## src/rtl/mux_pkg.sv

```systemverilog
// Shared constants for the registered channel multiplexer: mode encodings,
// per-channel transfer counter width and the pointer wrap helper.
package mux_pkg;

   localparam logic MODO_MANUAL = 1'b0;
   localparam logic MODO_RR     = 1'b1;

   localparam int CONTEO_W = 16;
   localparam logic [CONTEO_W-1:0] CONTEO_MAX = '1;

   // Wraps at the real channel count so non-power-of-two configurations never
   // land on a channel that does not exist.
   function automatic int siguiente_canal(input int idx, input int n);
      return (idx + 1 >= n) ? 0 : idx + 1;
   endfunction

endpackage

```

## src/rtl/mux_canales_rr_arbitro.sv

```systemverilog
// Combinational round-robin picker: first requesting channel at or after ptr,
// wrapping at N_CANALES. Produces one-hot grant, binary index and any-grant flag.
module arbitro_rr
   import mux_pkg::*;
#(
   parameter  int N_CANALES = 4,
   localparam int SEL_W     = $clog2(N_CANALES)
)(
   input  logic [N_CANALES-1:0] solicitudes,
   input  logic [SEL_W-1:0]     ptr,
   output logic [N_CANALES-1:0] grant_oh,
   output logic [SEL_W-1:0]     grant_idx,
   output logic                 hay_grant
);

   int             pos;
   logic [SEL_W-1:0] idx;

   // Scan offsets from ptr; the first hit wins and later hits are ignored.
   always_comb begin
      grant_oh  = '0;
      grant_idx = '0;
      hay_grant = 1'b0;
      pos       = 0;
      idx       = '0;
      for (int off = 0; off < N_CANALES; off++) begin
         pos = (int'(ptr) + off) % N_CANALES;
         idx = SEL_W'(pos);
         if (!hay_grant && solicitudes[idx]) begin
            grant_oh[idx] = 1'b1;
            grant_idx     = idx;
            hay_grant     = 1'b1;
         end
      end
   end

endmodule

```

## src/rtl/mux_canales_rr.sv

```systemverilog
// Registered N-channel multiplexer with valid/ready handshakes and manual or
// round-robin selection. Optional per-channel transfer counters: MUX_CONTEO_EN.
module mux_canales_rr
   import mux_pkg::*;
#(
   parameter  int N_CANALES = 4,
   parameter  int ANCHO     = 4,
   localparam int SEL_W     = $clog2(N_CANALES)
)(
   input  logic                       i_clk,
   input  logic                       i_rst_n,
   input  logic                       i_modo,
   input  logic [SEL_W-1:0]           i_sel,
   input  logic [N_CANALES*ANCHO-1:0] i_datos,
   input  logic [N_CANALES-1:0]       i_valido,
   output logic [N_CANALES-1:0]       o_listo,
   output logic [ANCHO-1:0]           o_datos,
   output logic                       o_valido,
   output logic [SEL_W-1:0]           o_canal,
   input  logic                       i_listo
`ifdef MUX_CONTEO_EN
   ,
   output logic [N_CANALES*CONTEO_W-1:0] o_conteo
`endif
);

   logic [SEL_W-1:0]     ptr;
   logic                 carga;
   logic                 transferencia;

   logic [N_CANALES-1:0] rr_oh;
   logic [SEL_W-1:0]     rr_idx;
   logic                 rr_hay;

   logic [N_CANALES-1:0] man_oh;
   logic                 man_hay;

   logic [N_CANALES-1:0] g_oh;
   logic [SEL_W-1:0]     g_idx;
   logic                 hay_grant;
   logic [ANCHO-1:0]     datos_g;
   logic [SEL_W-1:0]     ptr_sig;

   arbitro_rr #(
      .N_CANALES (N_CANALES)
   ) u_arbitro (
      .solicitudes (i_valido),
      .ptr         (ptr),
      .grant_oh    (rr_oh),
      .grant_idx   (rr_idx),
      .hay_grant   (rr_hay)
   );

   // Manual pick compares against every real channel, so an out-of-range
   // selector simply matches nothing.
   always_comb begin
      man_oh  = '0;
      man_hay = 1'b0;
      for (int k = 0; k < N_CANALES; k++) begin
         if (i_sel == SEL_W'(k) && i_valido[k]) begin
            man_oh[k] = 1'b1;
            man_hay   = 1'b1;
         end
      end
   end

   always_comb begin
      if (i_modo == MODO_RR) begin
         g_oh      = rr_oh;
         g_idx     = rr_idx;
         hay_grant = rr_hay;
      end else begin
         g_oh      = man_oh;
         g_idx     = i_sel;
         hay_grant = man_hay;
      end
   end

   // The output register accepts a word when empty or draining this cycle.
   assign carga         = !o_valido || i_listo;
   assign o_listo       = (i_rst_n && carga) ? g_oh : '0;
   assign transferencia = i_rst_n && carga && hay_grant;
   assign ptr_sig       = SEL_W'(siguiente_canal(int'(g_idx), N_CANALES));

   always_comb begin
      datos_g = '0;
      for (int k = 0; k < N_CANALES; k++) begin
         if (g_idx == SEL_W'(k)) begin
            datos_g = i_datos[k*ANCHO +: ANCHO];
         end
      end
   end

   // A load on the same edge as a drain replaces the word and keeps o_valido high.
   always_ff @(posedge i_clk) begin
      if (!i_rst_n) begin
         o_valido <= 1'b0;
         o_datos  <= '0;
         o_canal  <= '0;
         ptr      <= '0;
      end else if (transferencia) begin
         o_valido <= 1'b1;
         o_datos  <= datos_g;
         o_canal  <= g_idx;
         ptr      <= ptr_sig;
      end else if (o_valido && i_listo) begin
         o_valido <= 1'b0;
      end
   end

`ifdef MUX_CONTEO_EN
   logic [CONTEO_W-1:0] conteo [N_CANALES];

   // Counters saturate instead of wrapping so a long run never looks short.
   always_ff @(posedge i_clk) begin
      for (int k = 0; k < N_CANALES; k++) begin
         if (!i_rst_n) begin
            conteo[k] <= '0;
         end else if (transferencia && g_oh[k] && conteo[k] != CONTEO_MAX) begin
            conteo[k] <= conteo[k] + 1'b1;
         end
      end
   end

   always_comb begin
      o_conteo = '0;
      for (int k = 0; k < N_CANALES; k++) begin
         o_conteo[k*CONTEO_W +: CONTEO_W] = conteo[k];
      end
   end
`endif

endmodule

```

## config.mk

```make
export PLATFORM = sky130hd
export DESIGN_NAME = mux_canales_rr
export DESIGN_NICKNAME = d
export VERILOG_FILES = /design/src/rtl/mux_pkg.sv /design/src/rtl/mux_canales_rr_arbitro.sv /design/src/rtl/mux_canales_rr.sv
export SDC_FILE = /design/constraint.sdc
export NUM_CORES = 1
export LEC_CHECK = 0
export ABC_AREA = 1
export CORE_MARGIN = 3
export CORE_UTILIZATION = 30
export DETAILED_ROUTE_END_ITERATION = 8
export PLACE_DENSITY = 0.63
export SLEW_MARGIN = 20
export SYNTH_ARGS = -nofsm -noshare
export SYNTH_HDL_FRONTEND = slang
export SYNTH_SLANG_ARGS = --single-unit
```

## constraint.sdc

```tcl
create_clock -name i_clk -period 7.6 [get_ports i_clk]
set_input_delay 1.52 -clock i_clk [delete_from_list [all_inputs] [get_ports i_clk]]
set_output_delay 1.52 -clock i_clk [all_outputs]
set_load 0.01 [all_outputs]
```

==> flow_metrics.py, run 1 <==
metrics = {
    "status": {
        "status": "finished, final reports clean",
    },
    "critical_path": {
        "slowest_stage": "clkdlybuf4s50_1",
        "cp_max_fo": 8,
        "path_delay_family": "buffers and inverters",
        "critPathBufInv": 4,
        "cp_cell_sequence": "clkdlybuf4s50_1, inv_1, nand2_2, nand3_2, nand2_4, inv_2, nand4_2, nor2_1, nor2_1, a211oi_1, clkdlybuf4s50_1",
        "r2r_end": "o_datos[2]",
        "startpoint_type": "input port",
        "worst_setup_path_end_kind": "output port",
        "crit_arrival_ps": 3630,
        "reg2reg_slack_ps": 4380,
        "cp_slowest_stage_delay_ps": 570,
        "rr_worst_depth": 17,
        "worst-setup-path-type": "input port to output port",
        "r2r-start": "ptr[0]",
        "critical_path_required_ps": 6080,
    },
    "cells_and_area": {
        "diodes": 0,
        "areaGrowthSynthToFinish_pct": 39.04,
        "fin_util_pct": 45.65,
        "final_nets": 255,
        "nFillCells": 364,
        "drive_gt1_share_pct": 13.82,
    },
    "floorplan": {
        "fp.dieW_um": 67.84,
        "start_util_pct": 32.83,
        "die_h_um": 67.84,
        "rows": 21,
        "ioPinCount": 37,
        "core-area_mm2": 0.003495,
        "dieArea_mm2": 0.004602,
    },
    "global_route": {
        "gr-total-overflow": 0,
        "grt_pass1_vias": 1076,
        "grt_max_degree": 15,
        "grt_pass1_wl_um": 4899,
        "antenna_found_initial": 0,
        "track_usage_pct": 13.46,
    },
    "route": {
        "wire_per_inst_um": 11.25,
        "drt_wl_total_um": 2959,
        "ant_nets": 0,
        "first_iter_violations": 143,
        "dr_total_vias": 1242,
        "drc": 0,
        "vias_per_cell": 4.722,
        "dr.pass1.iters": 4,
    },
    "cts": {
        "clk_latency_ps": 230,
        "cts.sinks": 9,
        "htree_num_levels": 1,
        "cts_resized": 0,
        "postCtsSetupBuffers": 0,
        "cts-root-buf": "clkbuf_8",
        "cts_tree": "done",
        "path_clk_slew_ps": 40,
        "hold_buffers": 0,
        "clk_path_buf_depth": 2,
        "numCtsBuffers": 3,
    },
    "placed_design": {
        "dpl.hpwl_um": 2426,
        "io_buffers": 36,
        "finalWeightedCongestion": 0.8210,
    },
    "synth": {
        "dominantRegCellSynth": "dfxtp_1",
        "synthCells": 179,
        "synth_edf_count": 0,
        "synth_common_cells": "31 x nand2_1, 21 x nor2_1, 19 x inv_1",
        "synthTopCellsByArea": "dfxtp_1 16%, ha_1 12%, nand2_1 10%",
        "syn_area_per_cell_um2": 6.410,
        "netlist_area_mm2": 0.001147,
        "synthArstFlopShare_pct": 0,
        "yosys.area.top_type": "dfxtp_1",
        "yosysSeqAreaShare_pct": 15.70,
        "yosys.area.top_type_share_pct": 15.70,
        "yosys_warnings": 0,
        "syn_nets": 216,
        "ys_ff_latch": 9,
        "synth_most_common_cell": "nand2_1",
        "yosysUniqueCellTypes": 30,
    },
    "timing": {
        "hold_viol": 0,
        "period_needed_ps": 5146,
        "relSlewSlack_pct": 58.80,
        "fin_setup_tns_ps": 0,
        "finalSetupViolCount": 0,
        "rsz0062_at_grt": "false",
        "drv_slew": 0,
        "max_freq_ghz": 0.1943,
        "skew_ps": 3.951,
        "worstMarginPinSlew_ps": 617.1,
        "finalCritPeriodShare_pct": 67.71,
    },
    "power_and_ir_drop": {
        "leakage_nw": 0.7092,
        "p_per_area_mw_per_mm2": 165.4,
        "ir_worst_vdd_uv": 73.93,
    },
    "worst_hold_path": {
        "min_to": "o_datos[3]",
        "hold_depth": 2,
        "min_path_type": "flop to flop",
        "hold_start": "o_datos[3]",
    },
    "flow_run": {
        "maxCapViolCount": 0,
    },
}
logic make-up after synthesis:
kind of cell | Yosys count | synth area share (%)
buf+inv | 28 | 10.69
compound gates | 43 | 21.37
fa+ha+maj | 11 | 12.00
simple gates | 88 | 40.24
flops | 9 | 15.70
metrics by stage:
step | power, mW | area [um^2] | hold slack, ps | setup slack [ps] | cells
floorplan | 0.1618 | 1147 | 509.9 | 3590 | 179
global placement | 0.2104 | 1550 | 464.9 | 2476 | 259
detailed placement | 0.2095 | 1550 | 472.0 | 2453 | 259
CTS | 0.2649 | 1595 | 482.2 | 2452 | 263
global route | 0.2869 | 1595 | 511.5 | 2230 | 263
finish | 0.2639 | 1595 | 475.7 | 2454 | 263
tightest hold or removal path, stage by stage (launching register included):
cell     delay, ps
dfxtp_1        320
nor2_1          50
nor2_1          80
registers in the layout (all words and copies together) (netlist names):
name and cells:
o_canal 2, o_datos 4, o_valido 1, ptr 2
where the power goes:
part	internal (mW)	total, mW	switching, mW
clock	0.0365	0.0544	0.0179
combinational	0.0617	0.148	0.0867
sequential	0.0533	0.0612	0.00785
routing by layer:
layer  share of wire [%]  track usage (%)  routed length, um
met1                  50            19.96               1480
met3                 4.7            1.970                138
met2                  45            20.41               1340
met4                   0            2.978                  0
met5                   0                0                  0
cells in the final DEF, fill, tap and decap left out, drive strengths merged:
cell type / Yosys / routed
inv: 26 / 26
nand2: 39 / 39
o221ai: 1 / 1
nand3: 23 / 23
clkdlybuf4s50: 0 / 36
ha: 11 / 11
a211oi: 2 / 2
o21bai: 1 / 1
dfxtp: 9 / 9
o21a: 1 / 1
a21boi: 1 / 1
a31oi: 2 / 2
nand4: 2 / 2
nor2: 24 / 24
a21oi: 15 / 15
clkbuf: 0 / 4
o21ai: 20 / 20
worst max-delay path by stage:
| stage | from | end | slack (ps) | cells after the start |
|---|---|---|---|---|
| after floorplan | i_valido[1] | o_listo[0] | 3590 | 9 |
| after global placement | i_valido[3] | o_listo[0] | 2480 | 11 |
| after detailed placement | i_valido[3] | o_listo[0] | 2450 | 11 |
| after CTS | i_valido[3] | o_listo[0] | 2450 | 11 |
| after global routing | i_valido[3] | o_listo[0] | 2230 | 11 |
| final | i_valido[3] | o_listo[0] | 2450 | 11 |
area by class of cell:
type	count	area [um^2]	area share [%]
Tap cell	46	57.56	3.608
Sequential cell	9	180.2	11.29
Multi-Input combinational cell	142	844.6	52.94
Clock buffer	4	45.04	2.824
Timing Repair Buffer	36	360.3	22.59
Inverter	26	107.6	6.745
No activity file was read; power rests on OpenSTA's default activity.
==> inputs of run 2 (changes only) <==
--- a/config.mk
+++ b/config.mk
@@ -9,7 +9,7 @@
 export CORE_MARGIN = 3
 export CORE_UTILIZATION = 30
 export DETAILED_ROUTE_END_ITERATION = 8
-export PLACE_DENSITY = 0.63
+export PLACE_DENSITY = 0.65
 export SLEW_MARGIN = 20
 export SYNTH_ARGS = -nofsm -noshare
 export SYNTH_HDL_FRONTEND = slang
==> constraint.sdc (replaced) <==
create_clock -name i_clk -period 4.44 [get_ports i_clk]
set_input_delay 0.888 -clock i_clk [delete_from_list [all_inputs] [get_ports i_clk]]
set_output_delay 0.888 -clock i_clk [all_outputs]
set_load 0.01 [all_outputs]
==> flow_metrics.py, run 2 (synthesized netlist as in run 1, its figures left out) <==
metrics = {
    "status": {
        "status": "finished, final reports clean",
    },
    "global_route": {
        "grt_pass1_vias": 1122,
        "antenna_found_initial": 0,
        "gr-total-overflow": 0,
        "track_usage_pct": 13.88,
        "grt_pass1_wl_um": 4974,
        "grt_max_degree": 14,
    },
    "floorplan": {
        "fp.dieW_um": 67.84,
        "dieArea_mm2": 0.004602,
        "ioPinCount": 37,
        "core-area_mm2": 0.003495,
        "die_h_um": 67.84,
        "rows": 21,
        "start_util_pct": 32.83,
    },
    "route": {
        "vias_per_cell": 4.693,
        "wire_per_inst_um": 11.36,
        "dr_total_vias": 1239,
        "drt_wl_total_um": 2998,
        "ant_nets": 0,
        "dr.pass1.iters": 4,
        "drc": 0,
        "first_iter_violations": 69,
    },
    "cells_and_area": {
        "reg.largest.list": "o_datos x4, o_canal x2, ptr x2",
        "final_nets": 256,
        "largest_register_ffs": 4,
        "final_common_cell": "clkdlybuf4s50_1",
        "nFillCells": 373,
        "diodes": 0,
        "regMostFlops": "o_datos",
        "finalNonFillerCells": 264,
        "mostFrequentLayoutCells": "36 x clkdlybuf4s50_1, 31 x nand2_1, 21 x nor2_1, 19 x inv_1, 18 x nand3_1",
        "areaGrowthSynthToFinish_pct": 39.69,
        "drive_gt1_share_pct": 14.22,
    },
    "timing": {
        "relSlewSlack_pct": 73.02,
        "skew_ps": 2.752,
        "worstMarginPinSlew_ps": 404.1,
        "rsz0062_at_grt": "false",
        "finalCritPeriodShare_pct": 86.07,
        "drv_slew": 0,
        "fin_setup_tns_ps": 0,
        "period_needed_ps": 3822,
        "hold_viol": 0,
        "max_freq_ghz": 0.2617,
        "finalSetupViolCount": 0,
    },
    "cts": {
        "path_clk_slew_ps": 40,
        "numCtsBuffers": 3,
        "cts_tree": "done",
        "hold_buffers": 0,
        "cts.sinks": 9,
        "cts-root-buf": "clkbuf_8",
        "cts_resized": 0,
        "clk_latency_ps": 230,
        "htree_num_levels": 1,
        "postCtsSetupBuffers": 0,
        "clk_path_buf_depth": 2,
    },
    "power_and_ir_drop": {
        "p_seq_share_pct": 22.1,
        "leakage_nw": 0.7145,
        "pwr-share-comb_pct": 57.0,
        "p_per_area_mw_per_mm2": 283.7,
        "switching_power_mw": 0.1940,
        "ir_worst_vdd_uv": 132.7,
        "clockPowerShare_pct": 20.9,
        "p_sw_share_pct": 42.66,
        "power.internal_mw": 0.2607,
    },
    "critical_path": {
        "cp-endpoint": "o_listo[1]",
        "worstSetupStartpoint": "i_valido[0]",
        "critical_path_required_ps": 3550,
        "startpoint_type": "input port",
        "cp_slowest_stage_delay_ps": 570,
        "cp_max_fo": 6,
        "rr_worst_depth": 17,
        "crit_arrival_ps": 2930,
        "slowest_stage": "clkdlybuf4s50_1",
        "cp.depth": 10,
        "r2r_end": "o_datos[0]",
        "path_delay_family": "buffers and inverters",
        "worst_setup_path_end_kind": "output port",
        "reg2reg_slack_ps": 1370,
        "critPathMostFrequentCell": "nand2_1",
        "critPathBufInv": 2,
        "r2r-start": "ptr[1]",
        "worst-setup-path-type": "input port to output port",
        "cp_cell_sequence": "clkdlybuf4s50_1, nand2_1, nand2_1, nand2_1, nand2_1, nand4_2, nor2_1, nor2_1, a211oi_1, clkdlybuf4s50_1",
    },
    "placed_design": {
        "dpl.hpwl_um": 2479,
        "finalWeightedCongestion": 0.8556,
        "dp.cells": 260,
        "io_buffers": 36,
    },
    "worst_hold_path": {
        "hold_depth": 2,
        "min_path_type": "flop to flop",
    },
    "flow_run": {
        "maxCapViolCount": 0,
    },
}
-- run 2: layer usage --
layer	vias to the layer above	track usage [%]	share of wire, %
met4	0	2.233	0
li1	673	-	-
met5	-	0	0
met2	30	23.09	46
met3	0	2.299	5.5
met1	536	19.09	49
-- run 2: worst min path at each step --
stage / startpoint / to / slack [ps]
after detailed placement: o_datos[1] / o_datos[1] / 480
after global routing: o_datos[1] / o_datos[1] / 520
after CTS: o_datos[1] / o_datos[1] / 490
final: o_datos[1] / o_datos[1] / 480
after global placement: o_datos[1] / o_datos[1] / 460
after floorplan: o_datos[0] / o_datos[0] / 510
-- run 2: worst min-delay path, delay by kind of cell (launching register included) --
family	cells	cell delay, ps
flops	1	320
simple gates	2	130
-- run 2: cell type report --
cell class	instances	area (um^2)	share of cell area, %
Clock buffer	4	45.04	2.810
Inverter	26	107.6	6.713
Multi-Input combinational cell	142	844.6	52.69
Sequential cell	9	180.2	11.24
Tap cell	46	57.56	3.591
Timing Repair Buffer	37	367.9	22.95
-- run 2: metrics by stage --
stage	cell area (um^2)	hold WS (ps)	setup slack (ps)	power (mW)	util, %
6_report	1603	482.6	618.5	0.4547	45.86
3_5_place_dp	1558	479.1	608.7	0.3597	44.58
4_1_cts	1603	489.4	606.9	0.4580	45.86
3_3_place_gp	1558	463.9	626.8	0.3604	44.58
5_1_grt	1603	519.1	421.5	0.4980	45.86
2_1_floorplan	1147	509.9	1673	0.2770	-
-- run 2: power groups by stage --
stage / Sequential (mW) / Clock [mW] / Combinational, mW
2_1_floorplan: 0.104 / 0 / 0.173
3_3_place_gp: 0.102 / 0 / 0.259
3_5_place_dp: 0.102 / 0 / 0.258
4_1_cts: 0.100 / 0.0981 / 0.259
5_1_grt: 0.102 / 0.102 / 0.294
6_report: 0.100 / 0.0950 / 0.259
